**src/rtl/data_cache_pkg.sv**
```systemverilog
// Shared geometry and FSM state encoding for the direct-mapped data cache.
package data_cache_pkg;
  localparam int TAG_W    = 3;
  localparam int INDEX_W  = 3;
  localparam int OFFSET_W = 2;
  localparam int LINES    = 8;
  localparam int BLOCK_W  = 32;

  typedef enum logic [1:0] {IDLE, WRITE_BACK, MEM_READ, UPDATE} state_t;

  function automatic logic [7:0] sel_byte(input logic [BLOCK_W-1:0] blk,
                                          input logic [OFFSET_W-1:0] off);
    return blk[{off, 3'b000} +: 8];
  endfunction
endpackage

```
**src/rtl/data_cache.sv**
```systemverilog
// Direct-mapped write-back/write-allocate cache, 8 lines x 4 bytes; hits complete
// with zero stall, misses stall via busywait through write-back and refill.
module data_cache
  import data_cache_pkg::*;
(
  input  logic               clk,
  input  logic               reset,
  input  logic               read,
  input  logic               write,
  input  logic [7:0]         address,
  input  logic [7:0]         writedata,
  output logic [7:0]         readdata,
  output logic               busywait,
  output logic               mem_read,
  output logic               mem_write,
  input  logic               mem_busywait,
  output logic [5:0]         mem_address,
  output logic [BLOCK_W-1:0] mem_writedata,
  input  logic [BLOCK_W-1:0] mem_readdata
);

  logic [TAG_W-1:0]    tag;
  logic [INDEX_W-1:0]  idx;
  logic [OFFSET_W-1:0] off;

  logic [LINES-1:0]    valid;
  logic [LINES-1:0]    dirty;
  logic [TAG_W-1:0]    tags [LINES];
  logic [BLOCK_W-1:0]  data [LINES];
  logic [BLOCK_W-1:0]  fill;
  state_t              state;

  logic hit, req, idle_hit, write_hit;

  assign tag = address[7:5];
  assign idx = address[4:2];
  assign off = address[1:0];

  assign hit       = valid[idx] && (tags[idx] == tag);
  assign req       = read | write;
  assign idle_hit  = (state == IDLE) && hit;
  assign write_hit = idle_hit && write;

  // Gated by reset so the stall drops asynchronously even with a request held.
  assign busywait = reset && req && !idle_hit;
  assign readdata = (reset && read && idle_hit) ? sel_byte(data[idx], off) : 8'h00;

  always_ff @(posedge clk or negedge reset) begin
    if (!reset) begin
      state         <= IDLE;
      valid         <= '0;
      dirty         <= '0;
      mem_read      <= 1'b0;
      mem_write     <= 1'b0;
      mem_address   <= '0;
      mem_writedata <= '0;
    end else begin
      case (state)
        IDLE: begin
          if (write_hit) begin
            dirty[idx] <= 1'b1;
          end else if (req && !hit) begin
            if (valid[idx] && dirty[idx]) begin
              state         <= WRITE_BACK;
              mem_write     <= 1'b1;
              mem_address   <= {tags[idx], idx};
              mem_writedata <= data[idx];
            end else begin
              state       <= MEM_READ;
              mem_read    <= 1'b1;
              mem_address <= {tag, idx};
            end
          end
        end
        WRITE_BACK: begin
          if (!mem_busywait) begin
            state         <= MEM_READ;
            mem_write     <= 1'b0;
            mem_writedata <= '0;
            mem_read      <= 1'b1;
            mem_address   <= {tag, idx};
          end
        end
        MEM_READ: begin
          if (!mem_busywait) begin
            state       <= UPDATE;
            mem_read    <= 1'b0;
            mem_address <= '0;
          end
        end
        UPDATE: begin
          state      <= IDLE;
          valid[idx] <= 1'b1;
          dirty[idx] <= 1'b0;
        end
        default: state <= IDLE;
      endcase
    end
  end

  // Tag/data arrays carry no reset; valid bits guard their contents.
  always_ff @(posedge clk) begin
    if (state == MEM_READ && !mem_busywait) begin
      fill <= mem_readdata;
    end
    if (state == UPDATE) begin
      data[idx] <= fill;
      tags[idx] <= tag;
    end else if (write_hit) begin
      data[idx][{off, 3'b000} +: 8] <= writedata;
    end
  end

endmodule

```
**config.mk**
```make
export PLATFORM = sky130hd
export DESIGN_NAME = data_cache
export DESIGN_NICKNAME = d
export VERILOG_FILES = /design/src/rtl/data_cache_pkg.sv /design/src/rtl/data_cache.sv
export SDC_FILE = /design/constraint.sdc
export NUM_CORES = 1
export LEC_CHECK = 0
export ABC_AREA = 1
export BUFFER_PORTS_ARGS = -buffer_cell sky130_fd_sc_hd__buf_2
export CAP_MARGIN = 15
export CORE_UTILIZATION = 60
export DETAILED_ROUTE_END_ITERATION = 12
export HOLD_SLACK_MARGIN = 0.08
export PLACE_DENSITY_LB_ADDON = 0.08
export SLEW_MARGIN = 20
export SYNTH_ARGS = -nofsm -noshare
export SYNTH_HDL_FRONTEND = slang
export SYNTH_SLANG_ARGS = --single-unit
export TNS_END_PERCENT = 30
```
**constraint.sdc**
```tcl
create_clock -name clk -period 3 [get_ports clk]
set_input_delay 0.15 -clock clk [delete_from_list [all_inputs] [get_ports clk]]
set_output_delay 0.15 -clock clk [all_outputs]
set_load 0.02 [all_outputs]
```
==> metrics.md <==
| Metric | Value |
|---|---|
| Die width | between 150 and 200 microns |
| Tot Pwr | 0.01366 W |
| Critical path data required time | approximately 3.2 ns |
| DRC | 0 |
| PortBufs | between 100 and 150 |
| Die area | around 0.027 sq mm |
| Grt total ovfl | 0 |
| Mapped Avg Cell Area | between 10 and 15 sq um |
| Clock Skew | 0.01028 ns |
| Worst-Margin Slew | approximately 0.89 ns |
| Crit share post-route | slightly above 90% |
| Via Count | around 11,000 |
| Routed WL | between 30 and 40 mm |
| Setup Viol. Count Final | 0 |
| Initial DRC Count | around 1,300 |
| I/O pin cnt | between 100 and 150 |
| Register area share after synthesis | 69.62% |
| CP arrival | about 3.0 ns |
| Post-synthesis async set-or-reset flop share | 15.68% |
| Area grow syn2layout | 16.07% |
| Hold_ws | approximately 0.16 ns |
| Largest cells by area after synthesis | edfxtp_1 (60%), nand2_1 (12%), dfrtp_1 (9.3%), inv_1 (3.0%), nand3_1 (2.5%) |
| PD cells | approximately 760 mW/mm^2 |
| Synth cell types | 38 |
| Max-slew violation count | 0 |
| DRT Pass-1 Iters | 5 |
| DR WL/cell | roughly 20 microns |
| Final hold violation count | 0 |
| Clock latency on the worst-skew pair | between 0.5 and 0.6 ns |
| Final setup TNS | 0 ns |
| Clock slew at reported path FFs | about 0.060 ns |
| Hold Startpoint | address[4] |
| Placed instance area | between 0.015 and 0.02 sq mm |
| Outcome | complete, no violations |
| Rel. slew slack | around two fifths |
| FMAX | around 360 MHz |
| Worst Setup End Kind | flip-flop |
| Die Span Y | between 150 and 200 microns |
| CTS tree | built |
| Fin crit period | roughly 2.8 ns |
| Crit path max fanout | 18 |
| Worst min-delay path category | in -> reg |
| Final Cell Area | about 0.018 sq mm |
| ANT cells | 0 |
| Dpl cells | 1,812 |
| Fillers | around 1,800 |
| Maxcap violations | 0 |
| Vias in the first global route | 10,180 |
| Initial antenna violation count | 0 |
| Layout Cells excl Fill | ~1,900 |
| Unrepaired setup endpoints after global routing | false |
| Initial core utilization | 61.37% |
| Proportion of layout cells with a drive suffix above 1 | between 10% and 20% |
| Synth Warn # | 0 |
| GRT Total Usage | 30.10% |
| Crit start category | flip-flop |
| Cell Area, Synth | 0.01554 sq mm |
| Top cell type's share of synthesized area | 60.28% |
| Clock Path Buffers | 3 |
| Worst setup path start | state[1] |
| CTS Buf Count | 39 |
| # rows | 58 |
| First-pass GRT wire length | roughly 60 mm |
| Total core area | about 0.025 sq mm |
| Sink Count | 370 |
| R2R Path Start | state[1] |
| Post-synthesis instance total | 1,409 |
| Worst Setup Path Type | reg -> reg |
| Post-DRT Antenna Nets | 0 |
| Dpl hpwl | about 27 mm |
| CTS H-tree lvls | 2 |
| Gpl congestion | 0.9134 |
| Syn Nets | 1,472 |
| Vias per cell | 5.701 |
| Yosys reg bits | 370 |
| VDD IR-drop max | around 0.00081 V |
| Root buf cell | clkbuf_16 |
| Post-synth top area cell | edfxtp_1 |
| Post-synth EDFFs | 312 |
| Dominant synthesized flop cell | edfxtp_1 |
| Fin nets | about 1,600 |
| Largest net degree at the start of global routing | 67 |
| Leakage | around 7.6 nW |
registers in the layout, indices dropped and copies added, names as in the netlist, named ones only:
| name | cells |
|---|---|
| data | 256 |
| mem_address | 6 |
| mem_read | 1 |
| mem_writedata | 32 |
| state | 2 |
| tags | 24 |
| mem_write | 1 |
| valid | 8 |
| fill | 32 |
Yosys cell counts, types with 4 or more instances:
cell type / instances
nand2_1: 493
edfxtp_1: 312
inv_1: 124
nand3_1: 79
dfrtp_1: 58
nor2_1: 57
o21ai_0: 34
clkbuf_1: 32
nor3_1: 25
a21oi_1: 23
a221oi_1: 21
nand4_1: 18
o21ai_1: 15
a22o_1: 13
o211ai_1: 11
a211oi_1: 10
buf_2: 10
ha_1: 10
buf_4: 8
or2_2: 8
o22ai_1: 7
a22oi_1: 5
buf_1: 5
nor2_2: 5
and2_0: 4
o21ai_2: 4
area by class of cell:
type,instances,area [sq um],share of cell area [%]
clock buffer,47,1027,5.694
multi-input combinational,852,3981,22.07
inverter,129,486.7,2.698
tap,330,412.9,2.289
timing repair buffer,168,1136,6.298
sequential,370,10820,59.98
clock inverter,21,175.2,0.9710
layout by cell type, fill, tap and decap left out, types with 21 or more instances in the layout:
| cell type | instances |
|---|---|
| clkbuf_16 | 40 |
| buf_4 | 28 |
| nor2_1 | 53 |
| edfxtp_1 | 312 |
| nand3_1 | 78 |
| nor3_1 | 24 |
| nand2_1 | 492 |
| a221oi_1 | 21 |
| o21ai_0 | 34 |
| a21oi_1 | 23 |
| inv_1 | 124 |
| dlygate4sd3_1 | 36 |
| buf_2 | 101 |
| dfrtp_1 | 58 |
worst paths after layout:
path	to	slack, ns	cells past startpoint
worst max-delay path	data[6][18]	0.21	11
worst min-delay path	mem_address[2]	0.16	5
worst max register to register	data[6][18]	0.21	11
worst min register to register	mem_address[4]	0.47	2
max in group asynchronous	mem_writedata[23]	2.15	3
min in group asynchronous	valid[5]	0.35	3
cells by family after synthesis:
| family | share of synthesized area, % |
|---|---|
| buffers and inverters | 4.911 |
| adder cells (fa/ha/maj) | 0.8050 |
| AND/OR/NAND/NOR | 18.25 |
| flip-flops | 69.62 |
| AO/OA/AOI/OAI | 6.416 |
metrics by stage:
step / setup slack (ns) / util [%]
floorplan: 0.4994 / -
global placement: 0.1685 / 65.02
detailed placement: 0.09456 / 65.02
CTS: 0.004679 / 71.19
global route: 0.009404 / 71.23
finish: 0.2147 / 71.23
worst max-delay path, stage by stage, from the launching register on:
cell	delay [ns]
dfrtp_1	0.42
inv_1	0.11
ha_1	0.26
inv_1	0.09
a21oi_1	0.12
nand2_1	0.07
nor2_2	0.12
nand3_2	0.11
nor2_4	0.43
nand2_1	0.31
nand2_1	0.14
nand2_1	0.24
repair_timing:
item	CTS	global route
setup endpoints to repair	0	11
gates resized for setup	0	1
buffers inserted	0	1
hold buffers	36	0
endpoints found under the hold margin	114	0
metal layers:
metal | routed length, microns | global-route usage [%]
met1 | 16880 | 44.68
met5 | 0 | 0
met4 | 993 | 8.709
met3 | 3973 | 6.061
met2 | 17160 | 45.26
where the power goes:
part / internal (W) / switching, W
sequential: 0.00630 / 0.000249
clock: 0.00262 / 0.00192
combinational: 0.000734 / 0.00184
Note: power is estimated with default switching activity, not from simulation.
